## src/rtl/mcycle_unit.sv

```systemverilog
// -----------------------------------------------------------------------------
// mcycle_unit
//   Iterative unsigned multiplier / divider for the Execute stage. One
//   shift-add (MUL) or restoring-subtract (DIV) step per clock, WIDTH steps per
//   operation, fixed latency of WIDTH+1 cycles from Start to Done.
//
// Ports
//   CLK       in   1      clock, rising edge
//   ResetN    in   1      asynchronous active-low reset
//   Start     in   1      request, sampled only in IDLE
//   MCycleOp  in   1      0 = multiply, 1 = divide (latched with Start)
//   Operand1  in   WIDTH  multiplicand / dividend (latched with Start)
//   Operand2  in   WIDTH  multiplier / divisor (latched with Start)
//   Result1   out  WIDTH  MUL: product low half,  DIV: quotient
//   Result2   out  WIDTH  MUL: product high half, DIV: remainder
//   Busy      out  1      high while a request is accepted or computing
//   Done      out  1      one-cycle pulse, Result1/Result2 valid
//   DbgState  out  2      current FSM state (0 IDLE, 1 COMPUTE, 2 DONE)
//
// Handshake: a request is accepted in any cycle where the unit is in IDLE and
// Start=1; Busy rises combinationally in that same cycle so the front of the
// pipeline stalls immediately. Start is ignored while Busy or Done is high.
// Exactly one Done pulse follows each accepted request, WIDTH+1 cycles later;
// Result1/Result2 then hold until the next completion.
// -----------------------------------------------------------------------------
module mcycle_unit #(
  parameter int WIDTH = 32
) (
  input  logic             CLK,
  input  logic             ResetN,
  input  logic             Start,
  input  logic             MCycleOp,
  input  logic [WIDTH-1:0] Operand1,
  input  logic [WIDTH-1:0] Operand2,
  output logic [WIDTH-1:0] Result1,
  output logic [WIDTH-1:0] Result2,
  output logic             Busy,
  output logic             Done,
  output logic [1:0]       DbgState
);

  localparam int CW = $clog2(WIDTH);

  typedef enum logic [1:0] {
    S_IDLE    = 2'd0,
    S_COMPUTE = 2'd1,
    S_DONE    = 2'd2
  } state_t;

  state_t             r_state;
  logic [CW-1:0]      r_count;
  logic               r_op;

  // Multiply datapath: exact 2*WIDTH accumulator, multiplicand shifts left,
  // multiplier shifts right so bit 0 is always the current multiplier bit.
  logic [2*WIDTH-1:0] r_acc;
  logic [2*WIDTH-1:0] r_mcand;
  logic [WIDTH-1:0]   r_mplier;

  // Divide datapath: r_quot starts as the dividend; its MSB is shifted into
  // the remainder each step while the new quotient bit enters at the LSB.
  logic [WIDTH:0]     r_rem;
  logic [WIDTH-1:0]   r_quot;
  logic [WIDTH-1:0]   r_divisor;

  logic [2*WIDTH-1:0] w_acc_nx;
  logic [WIDTH+1:0]   w_rem_sh;
  logic [WIDTH+1:0]   w_diff;
  logic               w_sub_ok;
  logic [WIDTH:0]     w_rem_nx;
  logic [WIDTH-1:0]   w_quot_nx;

  always_comb begin
    w_acc_nx  = r_mplier[0] ? (r_acc + r_mcand) : r_acc;
    w_rem_sh  = {r_rem, r_quot[WIDTH-1]};
    w_diff    = w_rem_sh - {2'b00, r_divisor};
    // Borrow out of the subtract means the trial remainder was too small.
    w_sub_ok  = ~w_diff[WIDTH+1];
    w_rem_nx  = w_sub_ok ? w_diff[WIDTH:0] : w_rem_sh[WIDTH:0];
    w_quot_nx = {r_quot[WIDTH-2:0], w_sub_ok};
  end

  // A zero divisor makes every trial subtract succeed, so the plain algorithm
  // already yields quotient = all ones and remainder = dividend.

  assign Busy     = ((r_state == S_IDLE) && Start) || (r_state == S_COMPUTE);
  assign DbgState = r_state;

  always_ff @(posedge CLK or negedge ResetN) begin
    if (!ResetN) begin
      r_state   <= S_IDLE;
      r_count   <= '0;
      r_op      <= 1'b0;
      r_acc     <= '0;
      r_mcand   <= '0;
      r_mplier  <= '0;
      r_rem     <= '0;
      r_quot    <= '0;
      r_divisor <= '0;
      Result1   <= '0;
      Result2   <= '0;
      Done      <= 1'b0;
    end else begin
      case (r_state)
        S_IDLE: begin
          Done <= 1'b0;
          if (Start) begin
            r_op      <= MCycleOp;
            r_count   <= '0;
            r_acc     <= '0;
            r_mcand   <= {{WIDTH{1'b0}}, Operand1};
            r_mplier  <= Operand2;
            r_rem     <= '0;
            r_quot    <= Operand1;
            r_divisor <= Operand2;
            r_state   <= S_COMPUTE;
          end
        end
        S_COMPUTE: begin
          // Both datapaths step every cycle; r_op only picks the result.
          r_acc    <= w_acc_nx;
          r_mcand  <= r_mcand << 1;
          r_mplier <= r_mplier >> 1;
          r_rem    <= w_rem_nx;
          r_quot   <= w_quot_nx;
          if (r_count == CW'(WIDTH - 1)) begin
            if (r_op) begin
              Result1 <= w_quot_nx;
              Result2 <= w_rem_nx[WIDTH-1:0];
            end else begin
              Result1 <= w_acc_nx[WIDTH-1:0];
              Result2 <= w_acc_nx[2*WIDTH-1:WIDTH];
            end
            Done    <= 1'b1;
            r_state <= S_DONE;
          end else begin
            r_count <= r_count + 1'b1;
          end
        end
        S_DONE: begin
          Done    <= 1'b0;
          r_state <= S_IDLE;
        end
        default: begin
          Done    <= 1'b0;
          r_state <= S_IDLE;
        end
      endcase
    end
  end

endmodule

```

## config.mk

```make
export PLATFORM = sky130hd
export DESIGN_NAME = mcycle_unit
export DESIGN_NICKNAME = d
export VERILOG_FILES = /design/src/rtl/mcycle_unit.sv
export SDC_FILE = /design/constraint.sdc
export NUM_CORES = 1
export LEC_CHECK = 0
export ABC_AREA = 0
export BUFFER_PORTS_ARGS = -buffer_cell sky130_fd_sc_hd__buf_2
export CAP_MARGIN = 20
export CELL_PAD_IN_SITES_DETAIL_PLACEMENT = 1
export CELL_PAD_IN_SITES_GLOBAL_PLACEMENT = 2
export CORE_ASPECT_RATIO = 1.5
export CORE_MARGIN = 2
export CORE_UTILIZATION = 35
export CTS_BUF_LIST = sky130_fd_sc_hd__clkbuf_16
export DETAILED_ROUTE_END_ITERATION = 8
export PLACE_DENSITY_LB_ADDON = 0.15
export SYNTH_ARGS = -nofsm -noshare
export SYNTH_HDL_FRONTEND = slang
export SYNTH_SLANG_ARGS = --single-unit
export TNS_END_PERCENT = 100
```

## constraint.sdc

```tcl
create_clock -name CLK -period 3.4 [get_ports CLK]
set_clock_uncertainty 0.2 [all_clocks]
set_input_delay 0.17 -clock CLK [delete_from_list [all_inputs] [get_ports CLK]]
set_output_delay 0.17 -clock CLK [all_outputs]
set_load 0.01 [all_outputs]
```

==> metrics.yaml, run 1 <==
sta:
  post-route-worst-setup-slack_ns: -0.0995
  final-max-slew-violation-count: 0
  hold_violations: 0
  timing_worst_slew_pin_value_ns: 0.983
  max_freq_mhz: 286
  holdWs_ns: 0.0461
  rsz0062_at_grt: "yes"
  finalWorstPathRequiredPeriod_ns: 3.50
  setup_violations: 9
  worst_relative_slew_slack_pct: 34.5
  min_period_over_period_pct: 103
setup_path:
  top_family_by_delay_on_critical_path: "compound AO/OA/AOI/OAI gates"
  crit_path_max_fanout: 2
  crit_top_cell: "sky130_fd_sc_hd__inv_2"
  crit_slowest_cell: "sky130_fd_sc_hd__a2111o_1"
  worst-path-buf-inv: 3
  cp.required_ns: 3.64
  end_kind: "register"
  regToRegSetupSlack_ns: -0.1
  arrival_ns: 3.74
  max_stage_delay_ns: 0.48
  path_class: "reg -> reg"
  critPathLaunchType: "register"
  ordered_cell_list_for_the_critical_path: "inv_2, ha_4, inv_2, fa_2, a21oi_4, o22ai_2, o41ai_2, buf_4, a311oi_2, nor2_2, o311ai_2, a2111o_1, a31oi_4, a21boi_2, o41ai_1"
cells_and_area:
  finalCoreUtilization_pct: 47.5
  filler_cell_count: 6353
  area.growth.synth_to_final_pct: 34.9
  insertedDiodeCount: 0
  finalNetCount: 2815
  drive_above_1_share_pct: 27.4
logic_synthesis:
  seq_area_frac_synth_pct: 42.3
  synth_top_cell_area_share_pct: 42.3
  synth_warnings: 0
  ys_async_sr_fraction_pct: 100
  synthTopCellsByCount: "377 x sky130_fd_sc_hd__nand2_1, 330 x sky130_fd_sc_hd__dfrtp_1, 194 x sky130_fd_sc_hd__o21ai_0"
  ys_ff_latch: 330
  cell_area_after_technology_mapping_mm2: 0.0195
  unique_cell_type_count_in_the_yosys_netlist: 86
  avgSynthCellArea_um2: 8.87
  top_area_cells_in_the_synthesized_netlist: "sky130_fd_sc_hd__dfrtp_1 42%, sky130_fd_sc_hd__nand2_1 7.2%, sky130_fd_sc_hd__ha_1 6.2%, sky130_fd_sc_hd__o21ai_0 5.0%, sky130_fd_sc_hd__a21oi_1 3.7%"
  syn_nets: 2371
  postSynthCellCount: 2204
  post-synth-top-count-cell: "sky130_fd_sc_hd__nand2_1"
  most_used_flip_flop_cell_after_synthesis: "sky130_fd_sc_hd__dfrtp_1"
  synth_largest_area_cell: "sky130_fd_sc_hd__dfrtp_1"
  synth_enable_flop_cells: 0
floorplan:
  ioPinCount: 136
  core_area_mm2: 0.0554
  dieHeight_um: 293
  fp.dieArea_mm2: 0.0578
  die_width_um: 197
  rows: 106
  initial_core_util_pct: 35.2
cts:
  clock-sinks: 330
  clk_transition_reported_paths_ns: 0.06
  cts_made_buffers: 38
  htree_num_levels: 2
  max-clock-path-buffers: 3
  worstSkewPairLatency_ns: 0.57
  root_buffer: "sky130_fd_sc_hd__clkbuf_16"
  tritoncts: "built"
detailed_routing:
  routed_via_density: 5.49
  detailedRoute.firstIterationViolations: 661
  routed_wirelength_um: 75000
  route.antenna.remaining_nets: 0
  route.detailed.drc: 0
  wl_per_cell_um: 22.2
  num_vias: 18500
  drt_pass1_iterations: 5
global_route:
  globalRouteMet2Util_pct: 48.5
  grt_start_max_net_pins: 161
  global_route_wire_length_before_repair_um: 116000
  globalRouteMet1Util_pct: 28.4
  grt.total_usage_pct: 25.9
  grt_most_used_layer: "met2"
  grt_pass1_vias: 20400
  number_of_antenna_violations_at_the_first_check_in_global_routing: 0
  gr-usage-met3_pct: 3.39
  grt-ovfl-total: 0
status:
  violations: "negative setup slack"
  status: "complete, but fails checks"
placed_design:
  gp_routability_congestion: 0.887
  buffer_ports.inserted: 135
  hpwl_um: 53300
hold_path:
  hold_path_class: "in -> async"
run:
  maxCapViolations: 0
-- registers in the layout (all words and copies together), names as in the netlist --
name and flops:
r_acc 64, r_mcand 64, r_rem 33, Result1 32
Result2 32, r_divisor 32, r_mplier 32, r_quot 32
r_count 5, DbgState 2, Done 1, r_op 1
-- logic make-up after synthesis --
kind of cell	Yosys count	share of synthesized area, %
AND/OR/NAND/NOR	714	16.3
AO/OA/AOI/OAI	678	22.6
flip-flops	330	42.3
buffers and inverters	217	4.32
adder cells (fa/ha/maj)	99	6.42
XOR/XNOR	87	4.03
multiplexers	79	4.13
-- metrics by stage --
step | std cells | instance area, µm² | worst slack [ns] | TNS, ns
after floorplan | 2204 | 19500 | 0.0154 | 0
after global placement | 3195 | 22900 | -0.340 | -5.92
after detailed placement | 3195 | 22900 | -0.401 | -7.93
after CTS | 3346 | 25400 | -0.135 | -0.487
after global routing | 3378 | 26400 | -0.199 | -2.41
final | 3378 | 26400 | -0.0995 | -0.310
-- routing by layer --
layer / share of wire [%] / wire [µm]
met5: 0 / 0
met4: 4.8 / 3630
met3: 3.0 / 2280
met2: 54 / 40300
met1: 38 / 28900
-- final timing paths --
check                      startpoint           end  depth (start not counted)
max in group asynchronous      ResetN     r_acc[21]                          3
max                        r_quot[31]   Result2[24]                         15
min                            ResetN  r_mplier[23]                          2
min reg2reg                Result1[5]    Result1[5]                          2
max reg2reg                r_quot[31]   Result2[24]                         15
min in group CLK             MCycleOp          r_op                          4
-- layout make-up --
cell class	instances	area (µm²)	share of cell area, %
Clock buffer	39	976	3.70
Multi-Input combinational cell	1657	11600	44.0
Timing Repair Buffer	549	4100	15.6
Clock inverter	29	267	1.01
Tap cell	702	878	3.33
Inverter	72	270	1.03
Sequential cell	330	8270	31.4
-- timing repair --
action,4_1_cts,5_1_grt
hold buffers,66,0
cloned,2,0
pin swaps,36,52
hold endpoints to repair,225,0
resized for setup,76,126
buffers inserted,16,36
setup endpoints to repair,73,83
-- cell usage in the layout (no fill, tap or decap), drive strengths merged, types with 13 or more instances in the layout --
cell,Yosys,layout
clkbuf,126,39
xnor2,51,51
o21bai,17,17
o221ai,16,16
inv,71,82
o21ai,257,257
o21a,16,16
nand2,377,377
nand2b,16,16
nor3,24,24
and3,38,38
dlygate4sd3,0,66
a21o,39,39
a21oi,149,149
ha,97,97
a221o,64,64
xor2,36,36
a211oi,23,23
nor2b,14,14
nor2,105,105
nand3,67,67
clkinv,1,13
buf,19,483
nand4,33,33
mux2,13,13
dfrtp,330,330
mux2i,66,66
a31oi,18,18
Power of run 1 is left out: the tool's default activity adds up to more than one toggle a clock period on the data nets, which glitch-free logic cannot reach.
==> run 2: changes to the inputs <==
Settings changed: BUFFER_PORTS_ARGS -buffer_cell sky130_fd_sc_hd__buf_2 to unset, CORE_UTILIZATION 35 to 36, DONT_BUFFER_PORTS set to 1.
==> run 2 against run 1 <==
  * The run ends with negative hold slack, negative setup slack left
  * Maximum frequency down 0.97%
  * Hold slack worse by 0.93 ns
  * Critical path depth down 2
  * Cell count down 3.8%
  * Die area down 2.7%
  * Register-to-register slack worse by 0.03 ns
  * First-iteration DRC count up 2.3%
  * Largest cell class unchanged
  * Utilization up 0.78 points
==> metrics.yaml, run 2 (synthesized netlist as in run 1, its figures left out) <==
status:
  status: "complete, but fails checks"  # unchanged
  violations: "negative hold slack, negative setup slack"  # was negative setup slack
cells_and_area:
  reg.largest.list: "r_acc x64, r_mcand x64, r_rem x33"  # unchanged
  layout.cells.most_common: "sky130_fd_sc_hd__nand2_1"  # unchanged
  finalCoreUtilization_pct: 48.3  # was 47.5%
  drive_above_1_share_pct: 23.7  # was 27.4%
  area.growth.synth_to_final_pct: 32.5  # was 34.9%
  finalNetCount: 2707  # was 2815
  leading_cell_types_in_the_layout_fill_and_taps_excluded: "369 x sky130_fd_sc_hd__nand2_1, 328 x sky130_fd_sc_hd__dfrtp_1, 328 x sky130_fd_sc_hd__buf_4"  # was 371 x sky130_fd_sc_hd__nand2_1, 333 x sky130_fd_sc_hd__buf_4, 327 x sky130_fd_sc_hd__dfrtp_1
detailed_routing:
  drt_pass1_iterations: 7  # was 5
  route.antenna.remaining_nets: 0  # unchanged
  num_vias: 18100  # was 18500
  wl_per_cell_um: 22.6  # was 22.2 µm
  detailedRoute.firstIterationViolations: 676  # was 661
  routed_via_density: 5.59  # was 5.49
  route.detailed.drc: 0  # unchanged
  routed_wirelength_um: 73300  # was 75000 µm
setup_path:
  ordered_cell_list_for_the_critical_path: "ha_4, and2_4, a221oi_4, a31oi_4, or4b_4, a32oi_4, a31oi_4, buf_4, buf_6, nand4_1, nand3_2, or3_1, o21ai_1"  # was inv_2, ha_4, inv_2, fa_2, a21oi_4, o22ai_2, o41ai_2, buf_4, a311oi_2, nor2_2, o311ai_2, a2111o_1, a31oi_4, a21boi_2, o41ai_1
  end_kind: "register"  # unchanged
  crit_top_cell: "sky130_fd_sc_hd__a31oi_4"  # was sky130_fd_sc_hd__inv_2
  crit_slowest_cell: "sky130_fd_sc_hd__or4b_4"  # was sky130_fd_sc_hd__a2111o_1
  cp.required_ns: 3.67  # was 3.64 ns
  crit_path_max_fanout: 3  # was 2
  path_class: "reg -> reg"  # unchanged
  max_stage_delay_ns: 0.56  # was 0.48 ns
  critPathLaunchType: "register"  # unchanged
  arrival_ns: 3.81  # was 3.74 ns
sta:
  hold_violations: 330  # was 0
  timing_worst_slew_pin_value_ns: 1.04  # was 0.983 ns
  final-max-slew-violation-count: 0  # unchanged
  holdWs_ns: -0.884  # was 0.0461 ns
  finalSetupTns_ns: -1.25  # was -0.310 ns
  finalWorstPathRequiredPeriod_ns: 3.53  # was 3.50 ns
  post-route-worst-setup-slack_ns: -0.134  # was -0.0995 ns
  setup_violations: 23  # was 9
  max_freq_mhz: 283  # was 286 MHz
  worst_relative_slew_slack_pct: 30.7  # was 34.5%
  min_period_over_period_pct: 104  # was 103%
  rsz0062_at_grt: "yes"  # unchanged
placed_design:
  buffer_ports.inserted: 0  # was 135
  gp_routability_congestion: 0.937  # was 0.887
  hpwl_um: 52700  # was 53300 µm
cts:
  worstSkewPairLatency_ns: 0.56  # was 0.57 ns
  clk_transition_reported_paths_ns: 0.06  # about the same
  cts_made_buffers: 37  # was 38
  max-clock-path-buffers: 3  # unchanged
  holdBufCountCts: 84  # was 66
  tritoncts: "built"  # unchanged
  root_buffer: "sky130_fd_sc_hd__clkbuf_16"  # unchanged
  htree_num_levels: 2  # unchanged
  clock-sinks: 330  # unchanged
global_route:
  grt.total_usage_pct: 25.8  # was 25.9%
  grt_pass1_vias: 19800  # was 20400
  number_of_antenna_violations_at_the_first_check_in_global_routing: 1  # was 0
  grt-ovfl-total: 0  # unchanged
  grt_start_max_net_pins: 331  # was 161
  global_route_wire_length_before_repair_um: 114000  # was 116000 µm
floorplan:
  dieHeight_um: 289  # was 293 µm
  fp.dieArea_mm2: 0.0562  # was 0.0578 mm²
  core_area_mm2: 0.0536  # was 0.0554 mm²
  die_width_um: 194  # was 197 µm
  initial_core_util_pct: 36.4  # was 35.2%
  rows: 104  # was 106
  ioPinCount: 136  # unchanged
hold_path:
  hold_path_class: "in -> async"  # unchanged
run:
  maxCapViolations: 0  # unchanged
==> run 2: worst max-delay path: cells and delay by family, from the launching register on <==
family	cells	cell delay (ns)
buffers and inverters	2	0.28
adders and majority gates	1	0.26
DFF	1	0.42
AOI/OAI and AO/OA	5	1.00
and+or+nand+nor	5	1.29
==> run 2: metrics by stage <==
| step | worst slack [ns] | instance area [µm²] | cells |
|---|---|---|---|
| 2_1_floorplan | 0.0154 | 19500 | 2204 |
| 3_5_place_dp | -0.416 | 22300 | 3058 |
| 3_3_place_gp | -0.338 | 22300 | 3058 |
| 5_1_grt | -0.226 | 25900 | 3249 |
| 4_1_cts | -0.197 | 24800 | 3215 |
| 6_report | -0.134 | 25900 | 3249 |
==> run 2: timing repair <==
| action | in CTS | in global routing |
|---|---|---|
| cloned | 0 | 3 |
| pin swaps | 43 | 65 |
| buffers inserted | 57 | 30 |
| gates resized for setup | 82 | 139 |
| hold endpoints to repair | 463 | 330 |
| endpoints found under the setup margin | 60 | 77 |
==> run 2: final timing paths <==
kind	to	slack [ns]	from	cells past startpoint
worst min register to register	r_mplier[5]	0.28	r_mplier[5]	2
min in group CLK	r_divisor[15]	0.11	Operand2[15]	3
worst min-delay path	r_mplier[21]	-0.88	ResetN	0
worst max register to register	r_acc[63]	-0.13	r_mcand[4]	13
max in group asynchronous	r_mcand[11]	3.03	ResetN	0
worst max-delay path	r_acc[63]	-0.13	r_mcand[4]	13
==> run 2: layout make-up <==
type / instances / area, µm²
clock buffers: 37 / 926
well taps: 689 / 862
multi-input cells: 1657 / 11600
clock inverters: 21 / 165
inverters: 72 / 270
flip-flops and latches: 330 / 8270
fillers: 6092 / 27700
repair buffers: 442 / 3780
diodes: 1 / 2.50
==> run 2: routing by layer <==
layer  GRT usage [%]  vias up  part of all wire [%]
li1                -     8560                     -
met1            28.0     9161                    38
met2            50.0      309                    54
met3            3.91      116                   3.6
met4            10.0        0                   4.2
met5               0        -                     0
Power of run 2 is left out for the same reason.
